[config.mk]
export PLATFORM = sky130hd
export DESIGN_NAME = comp_seq
export DESIGN_NICKNAME = d
export VERILOG_FILES = /design/src/rtl/comp_pkg.sv /design/src/rtl/comp_slice.sv /design/src/rtl/comp_seq.sv
export SDC_FILE = /design/constraint.sdc
export NUM_CORES = 1
export LEC_CHECK = 0
export ABC_AREA = 1
export BUFFER_PORTS_ARGS = -buffer_cell sky130_fd_sc_hd__buf_2
export CAP_MARGIN = 5
export CORE_UTILIZATION = 25
export CTS_CLUSTER_DIAMETER = 60
export CTS_CLUSTER_SIZE = 28
export DETAILED_ROUTE_END_ITERATION = 12
export PLACE_DENSITY_LB_ADDON = 0.2
export SLEW_MARGIN = 20
export SYNTH_ARGS = -nofsm -noshare
export SYNTH_HDL_FRONTEND = slang
export SYNTH_SLANG_ARGS = --single-unit
[constraint.sdc]
create_clock -name clk -period 2.8 [get_ports clk]
set_clock_uncertainty 0.1 [all_clocks]
set_input_delay 0.14 -clock clk [delete_from_list [all_inputs] [get_ports clk]]
set_output_delay 0.14 -clock clk [all_outputs]
set_load 0.03 [all_outputs]
[src/rtl/comp_pkg.sv]
// Shared types and comparison-mode decoding for the serial comparator and ALU variants.
package comp_pkg;

    typedef enum logic [2:0] {
        OpEq  = 3'b000,
        OpNe  = 3'b001,
        OpLt  = 3'b010,
        OpLe  = 3'b011,
        OpLtu = 3'b100,
        OpLeu = 3'b101,
        OpGt  = 3'b110,
        OpGe  = 3'b111
    } cmp_op_t;

    typedef enum logic [1:0] {
        StIdle,
        StBusy,
        StDone
    } state_t;

    // Maps the flags of A - B onto a single comparison outcome.
    function automatic logic cmp_resolve(input cmp_op_t op, input logic z, input logic n,
                                         input logic v, input logic c);
        logic lt;
        lt = n ^ v;
        case (op)
            OpEq:    return z;
            OpNe:    return ~z;
            OpLt:    return lt;
            OpLe:    return z | lt;
            OpLtu:   return ~c;
            OpLeu:   return z | ~c;
            OpGt:    return ~(z | lt);
            OpGe:    return ~lt;
            default: return 1'b0;
        endcase
    endfunction

endpackage

[src/rtl/comp_slice.sv]
// One SLICE-bit chunk of A + ~B + cin; also exposes the carry into the chunk MSB.
module comp_slice #(
    parameter int unsigned SLICE = 8
) (
    input  logic [SLICE-1:0] a_s,
    input  logic [SLICE-1:0] b_s,
    input  logic             cin,
    output logic [SLICE-1:0] sum,
    output logic             cout,
    output logic             c_msb
);

    logic [SLICE:0]   full;
    logic [SLICE-1:0] nb;

    assign nb    = ~b_s;
    assign full  = {1'b0, a_s} + {1'b0, nb} + {{SLICE{1'b0}}, cin};
    assign sum   = full[SLICE-1:0];
    assign cout  = full[SLICE];
    // Sum bit = a ^ nb ^ carry_in, so the carry into the MSB falls out of the XOR.
    assign c_msb = full[SLICE-1] ^ a_s[SLICE-1] ^ nb[SLICE-1];

endmodule

[src/rtl/comp_seq.sv]
// Multi-cycle comparator: subtracts B from A one slice per cycle, LSB first,
// then resolves the selected comparison mode into a zero-extended result.
module comp_seq #(
    parameter int unsigned WIDTH = 32,
    parameter int unsigned SLICE = 8
) (
    input  logic             clk,
    input  logic             reset,
    input  logic             start,
    input  logic [WIDTH-1:0] a,
    input  logic [WIDTH-1:0] b,
    input  logic [2:0]       op,
    output logic             busy,
    output logic             done,
    output logic [WIDTH-1:0] compout,
    output logic             z,
    output logic             n,
    output logic             v,
    output logic             c
);
    import comp_pkg::*;

    localparam int unsigned N    = WIDTH / SLICE;
    localparam int unsigned CntW = (N > 1) ? $clog2(N) : 1;
    localparam logic [CntW-1:0] LastIdx = CntW'(N - 1);

    state_t            state_q;
    logic [WIDTH-1:0]  a_q, b_q;
    cmp_op_t           op_q;
    logic [CntW-1:0]   idx_q;
    logic              carry_q, zacc_q, done_q;
    logic [WIDTH-1:0]  compout_q;
    logic              z_q, n_q, v_q, c_q;

    logic [SLICE-1:0]  sum_s;
    logic              cout_s, cmsb_s;
    logic              zero_d, n_d, v_d, res_d;

    comp_slice #(
        .SLICE (SLICE)
    ) u_slice (
        .a_s   (a_q[SLICE-1:0]),
        .b_s   (b_q[SLICE-1:0]),
        .cin   (carry_q),
        .sum   (sum_s),
        .cout  (cout_s),
        .c_msb (cmsb_s)
    );

    always_comb begin
        zero_d = zacc_q & (sum_s == '0);
        n_d    = sum_s[SLICE-1];
        v_d    = cmsb_s ^ cout_s;
        res_d  = cmp_resolve(op_q, zero_d, n_d, v_d, cout_s);
    end

    always_ff @(posedge clk) begin
        if (reset) begin
            state_q   <= StIdle;
            a_q       <= '0;
            b_q       <= '0;
            op_q      <= OpEq;
            idx_q     <= '0;
            carry_q   <= 1'b0;
            zacc_q    <= 1'b0;
            done_q    <= 1'b0;
            compout_q <= '0;
            z_q       <= 1'b0;
            n_q       <= 1'b0;
            v_q       <= 1'b0;
            c_q       <= 1'b0;
        end else begin
            done_q <= 1'b0;
            case (state_q)
                StIdle: begin
                    if (start) begin
                        a_q     <= a;
                        b_q     <= b;
                        op_q    <= cmp_op_t'(op);
                        idx_q   <= '0;
                        carry_q <= 1'b1;
                        zacc_q  <= 1'b1;
                        state_q <= StBusy;
                    end
                end
                StBusy: begin
                    // Operands shift down so the slice always sees the low chunk.
                    a_q     <= a_q >> SLICE;
                    b_q     <= b_q >> SLICE;
                    carry_q <= cout_s;
                    zacc_q  <= zero_d;
                    if (idx_q == LastIdx) begin
                        z_q       <= zero_d;
                        n_q       <= n_d;
                        v_q       <= v_d;
                        c_q       <= cout_s;
                        compout_q <= WIDTH'(res_d);
                        done_q    <= 1'b1;
                        state_q   <= StDone;
                    end else begin
                        idx_q <= idx_q + CntW'(1);
                    end
                end
                StDone:  state_q <= StIdle;
                default: state_q <= StIdle;
            endcase
        end
    end

    assign busy    = (state_q != StIdle);
    assign done    = done_q;
    assign compout = compout_q;
    assign z       = z_q;
    assign n       = n_q;
    assign v       = v_q;
    assign c       = c_q;

endmodule
# [After elaboration in Yosys (flattened, before gate mapping)]
# Index checks and enable logic that the tools add are counted.
[word_totals] register_bits=79 in_bits=70 output_inout_bits=38
[op_classes] eq_ne=12 add_sub_neg=3 n_mux=15 reduce_logical=11 n_bitwise=13
[ops] operator="$pmux W32 S2" count=2
[ops] operator="$mux W32" count=2
[ops] operator="$eq A3 B3 Y1 const B" count=4
[ops] operator="$add A8 B8 Y9" count=1
[ops] operator="$add A9 B1 Y9" count=1
[ops] operator="$logic_not A8 Y1" count=1
[ops] operator="$mux W2" count=4
[ops] operator="$not A8 Y8" count=1
[ops] operator="$pmux W1 S8" count=1
[ops] operator="$pmux W2 S2" count=2
[ops] operator="$reduce_and A2 Y1" count=4
[ops] operator="$eq A3 B2 Y1 const B" count=2
[ops] operator="$ne A2 B2 Y1 const B" count=3
[ops] operator="$not A1 Y1" count=5
[ops] operator="$pmux W1 S2" count=2
[ops] operator="$reduce_bool A2 Y1" count=2
[ops] operator="$xor A1 B1 Y1" count=4
[ops] operator="$eq A3 B1 Y1 const B" count=1
[ops] operator="$logic_not A3 Y1" count=1
[ops] operator="$reduce_and A3 Y1" count=1
[ops] operator="$add A2 B1 Y2 const B" count=1
[ops] operator="$eq A2 B1 Y1 const B" count=1
[ops] operator="$eq A2 B2 Y1 const B" count=1
[ops] operator="$logic_not A2 Y1" count=1
[ops] operator="4 further kinds" count=6

# [Depth between registers and ports, before layout]
# Gate-level depths: netlist (run 1).
[logic_depth] depth_word=10 mapped_depth=17 ltp_nobuf=17

# [Cells and area by module]
# A second synthesis (run 1) with hierarchy kept.
[hier_totals] cells_unflattened=547 area_unflattened_um2=3980.1
[by_module_without_submodules] mod="comp_seq" area_per_inst_um2=3543.4 n_inst=1 cells_per_inst=476 seq_area_each_um2=1581.5
[by_module_without_submodules] mod="comp_slice" area_per_inst_um2=436.7 n_inst=1 cells_per_inst=71 seq_area_each_um2=0.0

# [Least setup slack after synthesis (run 1)]
# No wires, ideal clock.
[synth_path] kind="reg2reg" startpoint="register a_q[0]" endpoint="register compout_q[0] (netlist: compout[0])" period_less_slack_ns=2.344 stages_incl_launch_ff=16 setup_slack_ns=0.456 arrival_time_ns=2.135 path_cell_list="dfxtp_1 > inv_1 > fa_1 > fa_1 > inv_1 > nand3_1 > nand2_1 > nand2_1 > nand2_2 > xor3_1 > nand2_1 > nand3_1 > nor2_1 > nand3_1 > nand2_1 > inv_1"
[synth_between] elab_chain_cells=9
[synth_lines] element="from (decl)" line="comp_seq.sv:28" source="logic [WIDTH-1:0] a_q, b_q;"
[synth_lines] element="from (signal assigned)" line="comp_seq.sv:88" source="a_q <= a_q >> SLICE;"
[synth_lines] element="$add A8 B8 Y9 (*)" line="comp_slice.sv:17" source="assign full = {1'b0, a_s} + {1'b0, nb} + {{SLICE{1'b0}}, cin};"
[synth_lines] element="$add A9 B1 Y9 (*)" line="comp_slice.sv:17"
[synth_lines] element="$xor A1 B1 Y1 (2 in a row)" line="comp_slice.sv:21" source="assign c_msb = full[SLICE-1] ^ a_s[SLICE-1] ^ nb[SLICE-1];"
[synth_lines] element="$xor A1 B1 Y1" line="comp_seq.sv:53" source="v_d = cmsb_s ^ cout_s;"
[synth_lines] element="$xor A1 B1 Y1" line="comp_pkg.sv:25" source="lt = n ^ v;"
[synth_lines] element="$or A1 B1 Y1" line="comp_pkg.sv:30, comp_pkg.sv:33"
[synth_lines] element="$not A1 Y1" line="comp_pkg.sv:33" source="OpGt: return ~(z | lt);"
[synth_lines] element="$pmux W1 S8 (*)" line="comp_pkg.sv:26" source="case (op)"
[synth_lines] element="to (signal assigned)" line="comp_seq.sv:97" source="compout_q <= WIDTH'(res_d);"
[synth_lines] element="to (decl)" line="comp_seq.sv:32" source="logic [WIDTH-1:0] compout_q;"
# Mark *: on every way between the ends. The rest lies on a longest branch, timed or not.
# A chain may end at the register's enable or synchronous reset.

# [Worst setup path in the final report (run 1)]
# Ends and elaborated chain as after synthesis.

==> results summary, run 1 <==
The most used flip-flop cell after synthesis is sky130_fd_sc_hd__dfxtp_1. The initial antenna violation count is 0. Relative to the synthesized area, the layout overhead comes to 35.1%. Once detailed placement completed, the half-perimeter wirelength came to 7230 um. After layout, the worst setup slack is between 0.2 and 0.3 ns. The global placer's final weighted congestion is ~0.79.

The number of inserted diodes came out at 0. The endpoint arrival time on the critical path came out at approximately 2.7 ns. After clock tree synthesis, the clock-pin slew on the worst setup and hold paths is around 0.060 ns.

The clock root buffer master is sky130_fd_sc_hd__clkbuf_16. The count of cells in the finished layout, fillers not included, comes to 895. The final non-filler cell area came out at ~5400 sq um.

The area share of and/or/nand/nor cells after synthesis came out at between 20 and 25%. In this run the core area contains 45 standard-cell rows. The post-synthesis instance area came out at 4010 sq um. The maximum fanout along the worst path came out at 3.

The hold violation total from the final report is 0. After Yosys synthesis, full adders, half adders and majority gates account for roughly 3.5% of the synthesized area. The proportion of synthesized flip-flops having asynchronous set or reset is 0%. The cell count after synthesis is roughly 560. Using the TritonRoute via totals, the vias-per-cell ratio works out to between 4 and 5. The max-slew headroom at the worst pin is a little over two fifths. The largest net degree at the start of global routing is 52. The slew of the pin with the lowest slew margin is roughly 0.85 ns. The post-detailed-route DRC marker count is 0. The fraction of final layout cells sized beyond drive strength 1 is about 17%. The area after detailed placement is roughly 4500 sq um. The reported leakage power came out at ~2.5 nW. The starting density of the core came out at 26.0%. The number of warnings reported in the yosys synthesis log came out at 0. The worst slack at placement came out at 0.222 ns.

The number of clock sinks is between 70 and 80. The total setup buffers inserted after CTS came out at 0. The first global-routing pass estimated approximately 18000 um of wire. Summing the areas of all xor and xnor instances in the mapped netlist gives 1.65% of the synthesized area. The total count of max-transition violations in the final report was 0. The number of synthesized register bits is between 70 and 80. The highest cell delay on the worst timing path came out at 0.47 ns. The most common cell type on the critical path is sky130_fd_sc_hd__nand2_1. Across the VDD grid, the largest voltage drop is 273 uV. sky130_fd_sc_hd__dfxtp_1 takes more of the synthesized area than any other cell. The violation count after the first detailed-route iteration is 173.

The setup path with the least slack is of type flip-flop to flip-flop. The average cell area after synthesis came out at about 7.2 sq um. The sum of buffers and inverters on the critical path came out at 3.

The worst slack on hold paths is a little over 0.008 ns. The number of setup violations in the final report came out at 0. The multiplexer area fraction after synthesis is 0%.

Setup repair after global routing left no endpoint under its margin. The maximum count of clock buffers along a single path is 2. In this run the remaining antenna-violating nets after routing total 0. The most numerous cell in the Yosys netlist is sky130_fd_sc_hd__nand2_1. TritonCTS built the clock tree.

Timing would allow up to 396 MHz. The share of synthesized area occupied by flip-flops and latches is just under 40%. In this run the standard cell core region covers ~15000 sq um. The clock latency reported for the late side of the worst-skew pair came out at 0.33 ns. For this design, the slowest cell found on the critical path is sky130_fd_sc_hd__fa_1.

The worst setup path is launched from a flip-flop. The global router's overall resource usage is a little over an eighth. The first detailed-routing pass ran for 4 iterations. The number of top-level design ports is between 100 and 150. At the end of the flow the core is filled with cells to 35.1%.

The run finished with clean final reports. Once placement completed, the tool counted placed cells totaling approximately 820. The accumulated negative setup slack is 0 ns.

The kind of end point of the critical path is a flip-flop. The number of enable flip-flop cells after synthesis came out at 0. The area of the die came out at between 15000 and 20000 sq um. TritonCTS created 9 clock buffers. The data required time at the worst endpoint is 2.93 ns. The wire length after detailed routing is ~10000 um. The total via count in the routed design came out at about 3800. The worst min-delay path class is primary input to flip-flop. After synthesis, the largest family of logic cells by area is simple AND/OR/NAND/NOR gates. Traced cell by cell, the critical path runs through inv_1 -> fa_1 -> fa_2 -> inv_1 -> nand3_1 -> nand2_1 -> nand2_1 -> nand2_2 -> xor3_1 -> nand2_1 -> nand3_1 -> nor2_1 -> nand3_1 -> nand2_1 -> inv_1. The number of global-route vias before repair was 3730. By area the synthesized netlist is led by sky130_fd_sc_hd__dfxtp_1 (39%), sky130_fd_sc_hd__nand2_1 (16%), sky130_fd_sc_hd__a31oi_1 (7.5%). The power density over cell area came out at between 600 and 700 nW/um^2. The H-tree depth came out at 3. The total congestion overflow after global routing is 0.

The total power draw came out at ~3.3 mW. The synthesized netlist devotes about a fifth of its cell area to compound gates. The die is between 100 and 150 um wide.

The count of input and output buffers came out at between 70 and 80. The count of distinct cell types in the synthesized netlist came out at 37. The commonest cells after synthesis are sky130_fd_sc_hd__nand2_1 (171), sky130_fd_sc_hd__dfxtp_1 (79), sky130_fd_sc_hd__o21ai_0 (49). The die height is roughly 130 um.

The layout net count came out at between 700 and 800. The worst path uses 90.1% of the clock period. After detailed routing, the average wire length per cell comes to ~12 um. The family of cells with the greatest summed delay on the critical path is adder cells.

The tool flagged a number of max-cap violations equal to 0. The synthesized design devotes to its leading area cell type between 30% and 40% of total area. The clock period minus final worst setup slack is around 2.5 ns.
-- cell usage in the layout (no fill, tap or decap), types with 2 or more instances in the layout --
cell type | synthesis | routed
sky130_fd_sc_hd__nand3_1 | 12 | 12
sky130_fd_sc_hd__a31oi_1 | 48 | 48
sky130_fd_sc_hd__o21ai_0 | 49 | 49
sky130_fd_sc_hd__buf_2 | 9 | 76
sky130_fd_sc_hd__inv_2 | 3 | 3
sky130_fd_sc_hd__clkbuf_16 | 0 | 9
sky130_fd_sc_hd__buf_4 | 31 | 2
sky130_fd_sc_hd__ha_1 | 8 | 8
sky130_fd_sc_hd__nand2_4 | 2 | 2
sky130_fd_sc_hd__buf_12 | 0 | 3
sky130_fd_sc_hd__nor2_2 | 2 | 2
sky130_fd_sc_hd__conb_1 | 1 | 31
sky130_fd_sc_hd__dlygate4sd3_1 | 0 | 62
sky130_fd_sc_hd__nor2_4 | 2 | 2
sky130_fd_sc_hd__xor2_1 | 2 | 2
sky130_fd_sc_hd__inv_1 | 45 | 45
sky130_fd_sc_hd__nand2_2 | 5 | 5
sky130_fd_sc_hd__a21oi_1 | 25 | 25
sky130_fd_sc_hd__nand2_1 | 171 | 171
sky130_fd_sc_hd__o21ai_1 | 8 | 8
sky130_fd_sc_hd__a21oi_2 | 2 | 2
sky130_fd_sc_hd__o21bai_1 | 2 | 2
sky130_fd_sc_hd__dfxtp_1 | 79 | 79
sky130_fd_sc_hd__clkbuf_8 | 0 | 4
sky130_fd_sc_hd__nor2_1 | 17 | 17
-- metal layers --
metal  wire length, um  global-route usage (%)  up-vias
met1              5170                    17.9     1704
met4               117                    4.50        0
met5                 0                       0        -
met2              4890                    22.3       81
li1                  -                       -     2001
met3               299                    2.49        9
-- worst reg2reg max path, delay by kind of cell (launching register included) --
| kind | cells | cell delay (ns) |
|---|---|---|
| adders and majority gates | 2 | 0.84 |
| and+or+nand+nor | 9 | 0.71 |
| DFF | 1 | 0.33 |
| xor gates and xnor gates | 1 | 0.26 |
| buffers and inverters | 3 | 0.17 |
-- path summary, 6_finish.rpt --
check	startpoint	endpoint	slack, ns	cells past startpoint
min reg2reg	b_q[25]	b_q[25]	0.36	2
max reg2reg	a_q[0]	compout[0]	0.28	15
min	b[5]	b_q[5]	0.008	3
max	a_q[0]	compout[0]	0.28	15
-- cell families (layout without fill, tap and decap cells) --
| family | after synthesis | after routing |
|---|---|---|
| other cells | 1 | 31 |
| simple gates | 214 | 214 |
| fa+ha+maj | 10 | 10 |
| flops | 79 | 79 |
| compound gates | 138 | 138 |
| buf+inv | 110 | 207 |
| xor+xnor | 5 | 5 |
-- flip-flops by register name (all words and copies together), names as in the netlist, 2 cells and up --
signal / flops
state_q: 2
b_q: 32
a_q: 32
op_q: 3
idx_q: 2
-- where the power goes --
part           switching (mW)  internal (mW)  total (mW)
logic                   0.477          0.317       0.794
registers              0.0586           1.23        1.28
clock network           0.437          0.783        1.22
-- final cells by class --
type / instances / area, sq um
fillers: 1672 / 10000
multi-input cells: 398 / 1990
flip-flops and latches: 79 / 1580
repair buffers: 143 / 1080
clock buffers: 13 / 280
well taps: 211 / 264
inverters: 49 / 186
clock inverters: 2 / 37.5
-- timing repair --
action / 4_1_cts / 5_1_grt
hold endpoints to repair: 62 / 0
setup endpoints to repair: 0 / 1
hold buffers: 62 / 0
resized for setup: 0 / 1
(Power assumes the default switching activity.)
==> inputs of run 2 (changes only) <==
--- a/config.mk
+++ b/config.mk
@@ -6,7 +6,7 @@
 export NUM_CORES = 1
 export LEC_CHECK = 0
 export ABC_AREA = 1
-export BUFFER_PORTS_ARGS = -buffer_cell sky130_fd_sc_hd__buf_2
+export BUFFER_PORTS_ARGS = -buffer_cell sky130_fd_sc_hd__buf_4
 export CAP_MARGIN = 5
 export CORE_UTILIZATION = 25
 export CTS_CLUSTER_DIAMETER = 60
==> run 2 against run 1 <==
Compared with the run above:
- clock power about the same
- wire length up 0.99%
- design area up 2.4%
- sequential share of layout area down 0.69 points
- first-iteration DRC count down 1.2%
==> results summary, run 2 (synthesis results as in run 1) <==
Status: complete, no violations (unchanged). The count of input and output buffers is 76 (unchanged). Regs by FF count: a_q: 32 flops, b_q: 32 flops, op_q: 3 flops (unchanged).

The end point of the worst hold path is b_q[4] (was b_q[5]). The area of the die is 16500 sq um (unchanged). The number of top-level design ports is 108 (unchanged). The maximum count of clock buffers along a single path is 2 (unchanged). The half-perimeter wire length of the detailed placement result was 7300 um (was 7230 um). The met1 wire length came out at 5040 um (was 5170 um).

The max-slew headroom at the worst pin came out at 44.0% (was 43.0%). The total via count in the routed design is 3850 (was 3795). The via count normalized by instance count is 4.32 (was 4.24). The worst slack at placement came to 0.270 ns (was 0.222 ns). The hold violation total from the final report is 0 (unchanged). The most common cell after layout, fill and taps aside is sky130_fd_sc_hd__nand2_1 (unchanged). The classification of the worst setup path was flip-flop to flip-flop (unchanged). The largest net degree at the start of global routing is 52 (unchanged). The total count of max-transition violations in the final report is 0 (unchanged).

The startpoint of the worst hold path is b[4] (was b[5]). The sum of met2 wire segment lengths after detailed routing is 4930 um (was 4890 um). The total setup buffers inserted after CTS came out at 0 (unchanged). The layout net count came out at 755 (was 760). The row count was 45 (unchanged). The clock-pin slew on the worst setup and hold paths is 0.06 ns (about the same). The clock latency reported for the late side of the worst-skew pair came to 0.33 ns (about the same). The number of global-route vias before repair came out at 3691 (was 3730). The post-detailed-route DRC marker count is 0 (unchanged). The starting density of the core came to 26.0% (unchanged). The clock root buffer master is sky130_fd_sc_hd__clkbuf_16 (unchanged).

The number of cells in the design after placement came out at 817 (was 818). The number of cell instances on the worst register-to-register path came to 15 (unchanged). The capture instance of the worst register-to-register path is compout[0] (unchanged).

Setup repair after global routing missed its margin: false (unchanged). The die height is 129 um (unchanged). The global placer's final weighted congestion came out at 0.790 (was 0.795).

The violation count after the first detailed-route iteration is 171 (was 173). The worst IR drop on VDD came to 242 uV (was 273 uV). The data required time at the worst endpoint was 2.93 ns (about the same). The fraction of final layout cells sized beyond drive strength 1 is 17.2% (was 17.3%). The met3 layer wire length in the routed design was 469 um (was 299 um). The TritonCTS clock tree is built (unchanged). The global router's overall resource usage is 13.6% (about the same). The wire length of the first global-routing pass was 17600 um (was 17700 um). The number of setup violations in the final report is 0 (unchanged). The horizontal extent of the die was 129 um (unchanged). The average routed wire per standard cell came out at 11.9 um (was 11.7 um). The number of cells on the worst hold path came to 3 (unchanged).

The standard cell core area is 15400 sq um (unchanged). The maximum fanout along the worst path came out at 3 (unchanged). The smallest setup slack after layout came out at 0.249 ns (was 0.277 ns). The number of clock sinks is 79 (unchanged). The cts-stage hold buffer count came out at 58 (was 62). The H-tree depth came out at 3 (unchanged). The clock period minus final worst setup slack is 2.55 ns (was 2.52 ns). The accumulated negative setup slack is 0 ns (unchanged). The uppermost signal routing layer after detailed routing was met4 (unchanged).

The worst min-delay path class is primary input to flip-flop (unchanged). The final non-filler cell area was 5550 sq um (was 5420 sq um). The signed area change from the synthesized netlist to the final layout came out at 38.4% (was 35.1%). The number of maximum-capacitance violations came out at 0 (unchanged). The area after detailed placement came out at 4660 sq um (was 4480 sq um). The final critical-path share of the clock period is 91.1% (was 90.1%). The total clock buffers created by CTS was 9 (unchanged). The origin of the critical flop-to-flop path was a_q[0] (unchanged). The post-cts repair resize count is 0 (unchanged). The number of search-and-repair iterations in the first detailed-routing pass is 4 (unchanged). The kind of end point of the critical path is a flip-flop (unchanged). The total power draw came out at 3.30 mW (about the same). The peak clock frequency supported by timing came out at 392 MHz (was 396 MHz). The total congestion overflow after global routing is 0 (unchanged). The number of nets still failing antenna checks after routing came out at 0 (unchanged). Leading cell types in the layout, fill and taps excluded: sky130_fd_sc_hd__nand2_1 (171), sky130_fd_sc_hd__dfxtp_1 (79), sky130_fd_sc_hd__buf_4 (77) (was sky130_fd_sc_hd__nand2_1 (171), sky130_fd_sc_hd__dfxtp_1 (79), sky130_fd_sc_hd__buf_2 (76)). The power density over cell area is 595 nW/um^2 (was 609 nW/um^2). The number of standard cells in the final layout excluding fillers came to 891 (was 895). The wire length after detailed routing is 10600 um (was 10500 um). The slew of the pin with the lowest slew margin came out at 0.839 ns (was 0.854 ns). The nature of the critical path startpoint was a flip-flop (unchanged). The initial antenna violation count came out at 0 (unchanged). The endpoint arrival time on the critical path is 2.69 ns (was 2.65 ns). The slack of the worst reg-to-reg path was 0.25 ns (was 0.28 ns). The reported leakage power came to 2.51 nW (was 2.48 nW). The number of inserted diodes came out at 0 (unchanged).
run 2: cell count changes in the layout (fill, tap and decap cells not counted), sizes merged:
cell | previous run | this run
clkinv | 0 | 3
dlygate4sd3 | 62 | 58
buf | 81 | 80
clkbuf | 13 | 11
run 2: how the worst max path moves through the flow:
stage | from | end | slack [ns]
floorplan | a_q[0] | compout[0] | 0.46
global placement | a_q[0] | compout[0] | 0.34
detailed placement | a_q[0] | compout[0] | 0.27
CTS | a_q[0] | compout[0] | 0.25
global route | a_q[0] | compout[0] | 0.03
finish | a_q[0] | compout[0] | 0.25
run 2: routing by layer:
metal  GRT usage, %  up-vias
li1               -     1999
met1           17.6     1733
met2           22.7      109
met3           2.45        9
met4           4.98        0
met5              0        -
run 2: area by class of cell:
type | count | area (sq um)
multi-input cells | 398 | 1990
flip-flops and latches | 79 | 1580
repair buffers | 138 | 1220
clock inverters | 5 | 56.3
fillers | 1687 | 9880
clock buffers | 11 | 253
inverters | 49 | 186
well taps | 211 | 264
run 2: power breakdown:
part	total (mW)	leakage, nW	internal (mW)	switching [mW]
combinational	0.821	1.71	0.339	0.482
sequential	1.28	0.653	1.23	0.0576
clock	1.20	0.152	0.737	0.462
total	3.30	2.51	2.30	1.00
run 2: worst max-delay path: stages, from the launching register on:
cell,delay [ns]
sky130_fd_sc_hd__dfxtp_1,0.32
sky130_fd_sc_hd__inv_1,0.06
sky130_fd_sc_hd__fa_1,0.46
sky130_fd_sc_hd__fa_1,0.42
sky130_fd_sc_hd__inv_1,0.09
sky130_fd_sc_hd__nand3_1,0.09
sky130_fd_sc_hd__nand2_1,0.11
sky130_fd_sc_hd__nand2_1,0.06
sky130_fd_sc_hd__nand2_2,0.08
sky130_fd_sc_hd__xor3_1,0.25
sky130_fd_sc_hd__nand2_1,0.08
sky130_fd_sc_hd__nand3_1,0.06
sky130_fd_sc_hd__nor2_1,0.10
sky130_fd_sc_hd__nand3_1,0.08
sky130_fd_sc_hd__nand2_1,0.06
sky130_fd_sc_hd__inv_1,0.03
run 2: stage by stage:
stage	util, %	hold slack, ns
finish	36.0	0.00191
global route	36.0	0.00208
CTS	36.0	0.00107
detailed placement	30.2	0.310
global placement	30.2	0.306
floorplan	-	0.109
==> inputs of run 3 (changes only) <==
--- a/config.mk
+++ b/config.mk
@@ -13,6 +13,7 @@
 export CTS_CLUSTER_SIZE = 28
 export DETAILED_ROUTE_END_ITERATION = 12
 export PLACE_DENSITY_LB_ADDON = 0.2
+export RECOVER_POWER = 25
 export SLEW_MARGIN = 20
 export SYNTH_ARGS = -nofsm -noshare
 export SYNTH_HDL_FRONTEND = slang
==> run 3 against run 2 <==
Compared with the run above:
- the flow now finishes with violations (max-capacitance violations, max-slew violations)
- register-to-register slack hardly changed
- largest cell class unchanged
- count of clock-buffer cells in the layout unchanged
- combinational power hardly changed
- first-iteration DRC count fell by 4.1%
- total power is essentially flat
- fmax hardly changed
- worst setup slack hardly changed
- global-route usage is the same
- design area is 0.79% lower
==> results summary, run 3 (synthesis results as in run 1) <==
The number of setup violations in the final report is 0 (unchanged). Status: finished, violations left (was complete, no violations). The maximum fanout along the worst path came out at 3 (unchanged). The hold violation total from the final report is 0 (unchanged). The half-perimeter wire length of the detailed placement result is 7300 um (unchanged).

Setup repair after global routing missed its margin: false (unchanged). The total congestion overflow after global routing came out at 0 (unchanged). The die height is 129 um (unchanged). The clock period minus final worst setup slack is 2.55 ns (about the same). The layout net count came to 755 (unchanged).

Leading cell types in the layout, fill and taps excluded: sky130_fd_sc_hd__nand2_1 (172), sky130_fd_sc_hd__dfxtp_1 (79), sky130_fd_sc_hd__buf_4 (71) (was sky130_fd_sc_hd__nand2_1 (171), sky130_fd_sc_hd__dfxtp_1 (79), sky130_fd_sc_hd__buf_4 (77)). The count of input and output buffers came out at 76 (unchanged). The data required time at the worst endpoint came out at 2.93 ns (about the same). The most common cell type on the critical path is sky130_fd_sc_hd__nand2_1 (unchanged). The total power draw is 3.30 mW (about the same). The worst slack at placement is 0.270 ns (unchanged). The wire length of the first global-routing pass came out at 17600 um (unchanged). The TritonCTS clock tree is built (unchanged).

The peak clock frequency supported by timing came out at 392 MHz (about the same). The classification of the worst setup path was flip-flop to flip-flop (unchanged). The nature of the critical path startpoint is a flip-flop (unchanged). The largest net degree at the start of global routing is 52 (unchanged). The total count of max-transition violations in the final report is 43 (was 0). The number of search-and-repair iterations in the first detailed-routing pass came out at 7 (was 4). The highest cell delay on the worst timing path came out at 0.46 ns (about the same). The maximum count of clock buffers along a single path came out at 2 (unchanged).

The post-cts repair resize count came out at 0 (unchanged). The power density over cell area came out at 600 nW/um^2 (was 595 nW/um^2). The reported leakage power is 2.48 nW (was 2.51 nW).

The violation count after the first detailed-route iteration was 164 (was 171). The total clock buffers created by CTS is 9 (unchanged). The number of top-level design ports came out at 108 (unchanged).

The wire length after detailed routing came out at 10600 um (about the same). The number of inserted diodes came out at 0 (unchanged). The clock latency reported for the late side of the worst-skew pair came out at 0.33 ns (about the same). The accumulated negative setup slack is 0 ns (unchanged).

The worst slack on hold paths is 0.00701 ns (was 0.00191 ns). The sum of buffers and inverters on the critical path is 3 (unchanged). The clock-pin slew on the worst setup and hold paths came out at 0.06 ns (about the same).

The number of nets still failing antenna checks after routing came out at 0 (unchanged). The standard cell core area came to 15400 sq um (unchanged). The number of global-route vias before repair was 3691 (unchanged). The endpoint arrival time on the critical path came out at 2.69 ns (about the same). The row count came to 45 (unchanged). The number of maximum-capacitance violations came out at 1 (was 0). The clock root buffer master was sky130_fd_sc_hd__clkbuf_16 (unchanged). The smallest setup slack after layout is 0.250 ns (was 0.249 ns).

The horizontal extent of the die is 129 um (unchanged). The total via count in the routed design came to 3847 (was 3850). The family of cells with the greatest summed delay on the critical path is adder cells (unchanged). The final reports fail on max-capacitance violations, max-slew violations. The area of the die came out at 16500 sq um (unchanged).

The initial antenna violation count came to 0 (unchanged). The max-slew headroom at the worst pin came out at -7.45% (was 44.0%). The worst min-delay path class is primary input to flip-flop (unchanged). The signed area change from the synthesized netlist to the final layout is 37.3% (was 38.4%). The worst IR drop on VDD came to 242 uV (about the same).

The global router's overall resource usage came out at 13.6% (unchanged). The most common cell after layout, fill and taps aside is sky130_fd_sc_hd__nand2_1 (unchanged). The final critical-path share of the clock period was 91.1% (about the same).

The starting density of the core came out at 26.0% (unchanged). Cell breakdown of the critical path: inv_1 -> fa_1 -> fa_1 -> inv_1 -> nand3_1 -> nand2_1 -> nand2_1 -> nand2_2 -> xor3_1 -> nand2_1 -> nand3_1 -> nor2_1 -> nand3_1 -> nand2_1 -> inv_1 (unchanged). The global placer's final weighted congestion is 0.790 (unchanged).

The post-detailed-route DRC marker count came out at 0 (unchanged). The kind of end point of the critical path was a flip-flop (unchanged). The via count normalized by instance count came out at 4.32 (about the same). The number of clock sinks came out at 79 (unchanged).

The slew of the pin with the lowest slew margin is 1.61 ns (was 0.839 ns). The cts-stage hold buffer count is 58 (unchanged). Regs by FF count: a_q: 32 flops, b_q: 32 flops, op_q: 3 flops (unchanged). The average routed wire per standard cell came out at 11.9 um (about the same). The layout filler cell count is 1696 (was 1687). The total setup buffers inserted after CTS is 0 (unchanged). The fraction of final layout cells sized beyond drive strength 1 is 15.9% (was 17.2%). The H-tree depth is 3 (unchanged). The slowest stage cell on the critical path is sky130_fd_sc_hd__fa_1 (unchanged).
[run 3: changes by cell type in the layout (fill, tap and decap cells not counted), sizes merged]
cell	change
clkbuf	+7
buf	-7
[run 3: cell type report]
cell class / count / area (sq um) / share of cell area [%]
tap: 211 / 264 / 4.80
sequential: 79 / 1580 / 28.7
timing repair buffer: 138 / 1180 / 21.4
inverter: 49 / 186 / 3.39
clock buffer: 11 / 253 / 4.59
multi-input combinational: 398 / 1980 / 36.0
clock inverter: 5 / 56.3 / 1.02
[run 3: worst paths after layout]
| kind | from | endpoint | slack (ns) | depth (start not counted) |
|---|---|---|---|---|
| max | a_q[0] | compout[0] | 0.25 | 15 |
| min | b[8] | b_q[8] | 0.007 | 3 |
| max reg2reg | a_q[0] | compout[0] | 0.25 | 15 |
| min reg2reg | b_q[25] | b_q[25] | 0.36 | 2 |
[run 3: power by group]
group / internal, mW / leakage (nW) / switching (mW)
registers: 1.23 / 0.653 / 0.0574
logic: 0.336 / 1.67 / 0.482
clock network: 0.737 / 0.152 / 0.463
total: 2.30 / 2.48 / 1.00
[run 3: worst register-to-register path, stage by stage, from the launching register on]
cell and delay, ns:
sky130_fd_sc_hd__dfxtp_1 0.32, sky130_fd_sc_hd__inv_1 0.06, sky130_fd_sc_hd__fa_1 0.46, sky130_fd_sc_hd__fa_1 0.42, sky130_fd_sc_hd__inv_1 0.09, sky130_fd_sc_hd__nand3_1 0.09, sky130_fd_sc_hd__nand2_1 0.11, sky130_fd_sc_hd__nand2_1 0.06
sky130_fd_sc_hd__nand2_2 0.08, sky130_fd_sc_hd__xor3_1 0.25, sky130_fd_sc_hd__nand2_1 0.08, sky130_fd_sc_hd__nand3_1 0.06, sky130_fd_sc_hd__nor2_1 0.10, sky130_fd_sc_hd__nand3_1 0.08, sky130_fd_sc_hd__nand2_1 0.06, sky130_fd_sc_hd__inv_1 0.03
[run 3: metal layers]
metal	part of all wire (%)	routed length (um)	vias to the layer above	global-route usage (%)
met4	1.3	133	0	4.98
met3	4.3	454	9	2.45
li1	-	-	1998	-
met5	0	0	-	0
met1	48	5080	1737	17.6
met2	46	4920	103	22.7
[run 3: metrics by stage]
stage / util [%] / cell area [sq um] / std cells
2_1_floorplan: - / 4120 / 587
3_3_place_gp: 30.2 / 4660 / 817
3_5_place_dp: 30.2 / 4660 / 817
4_1_cts: 36.0 / 5550 / 891
5_1_grt: 35.7 / 5510 / 891
6_report: 35.7 / 5510 / 891
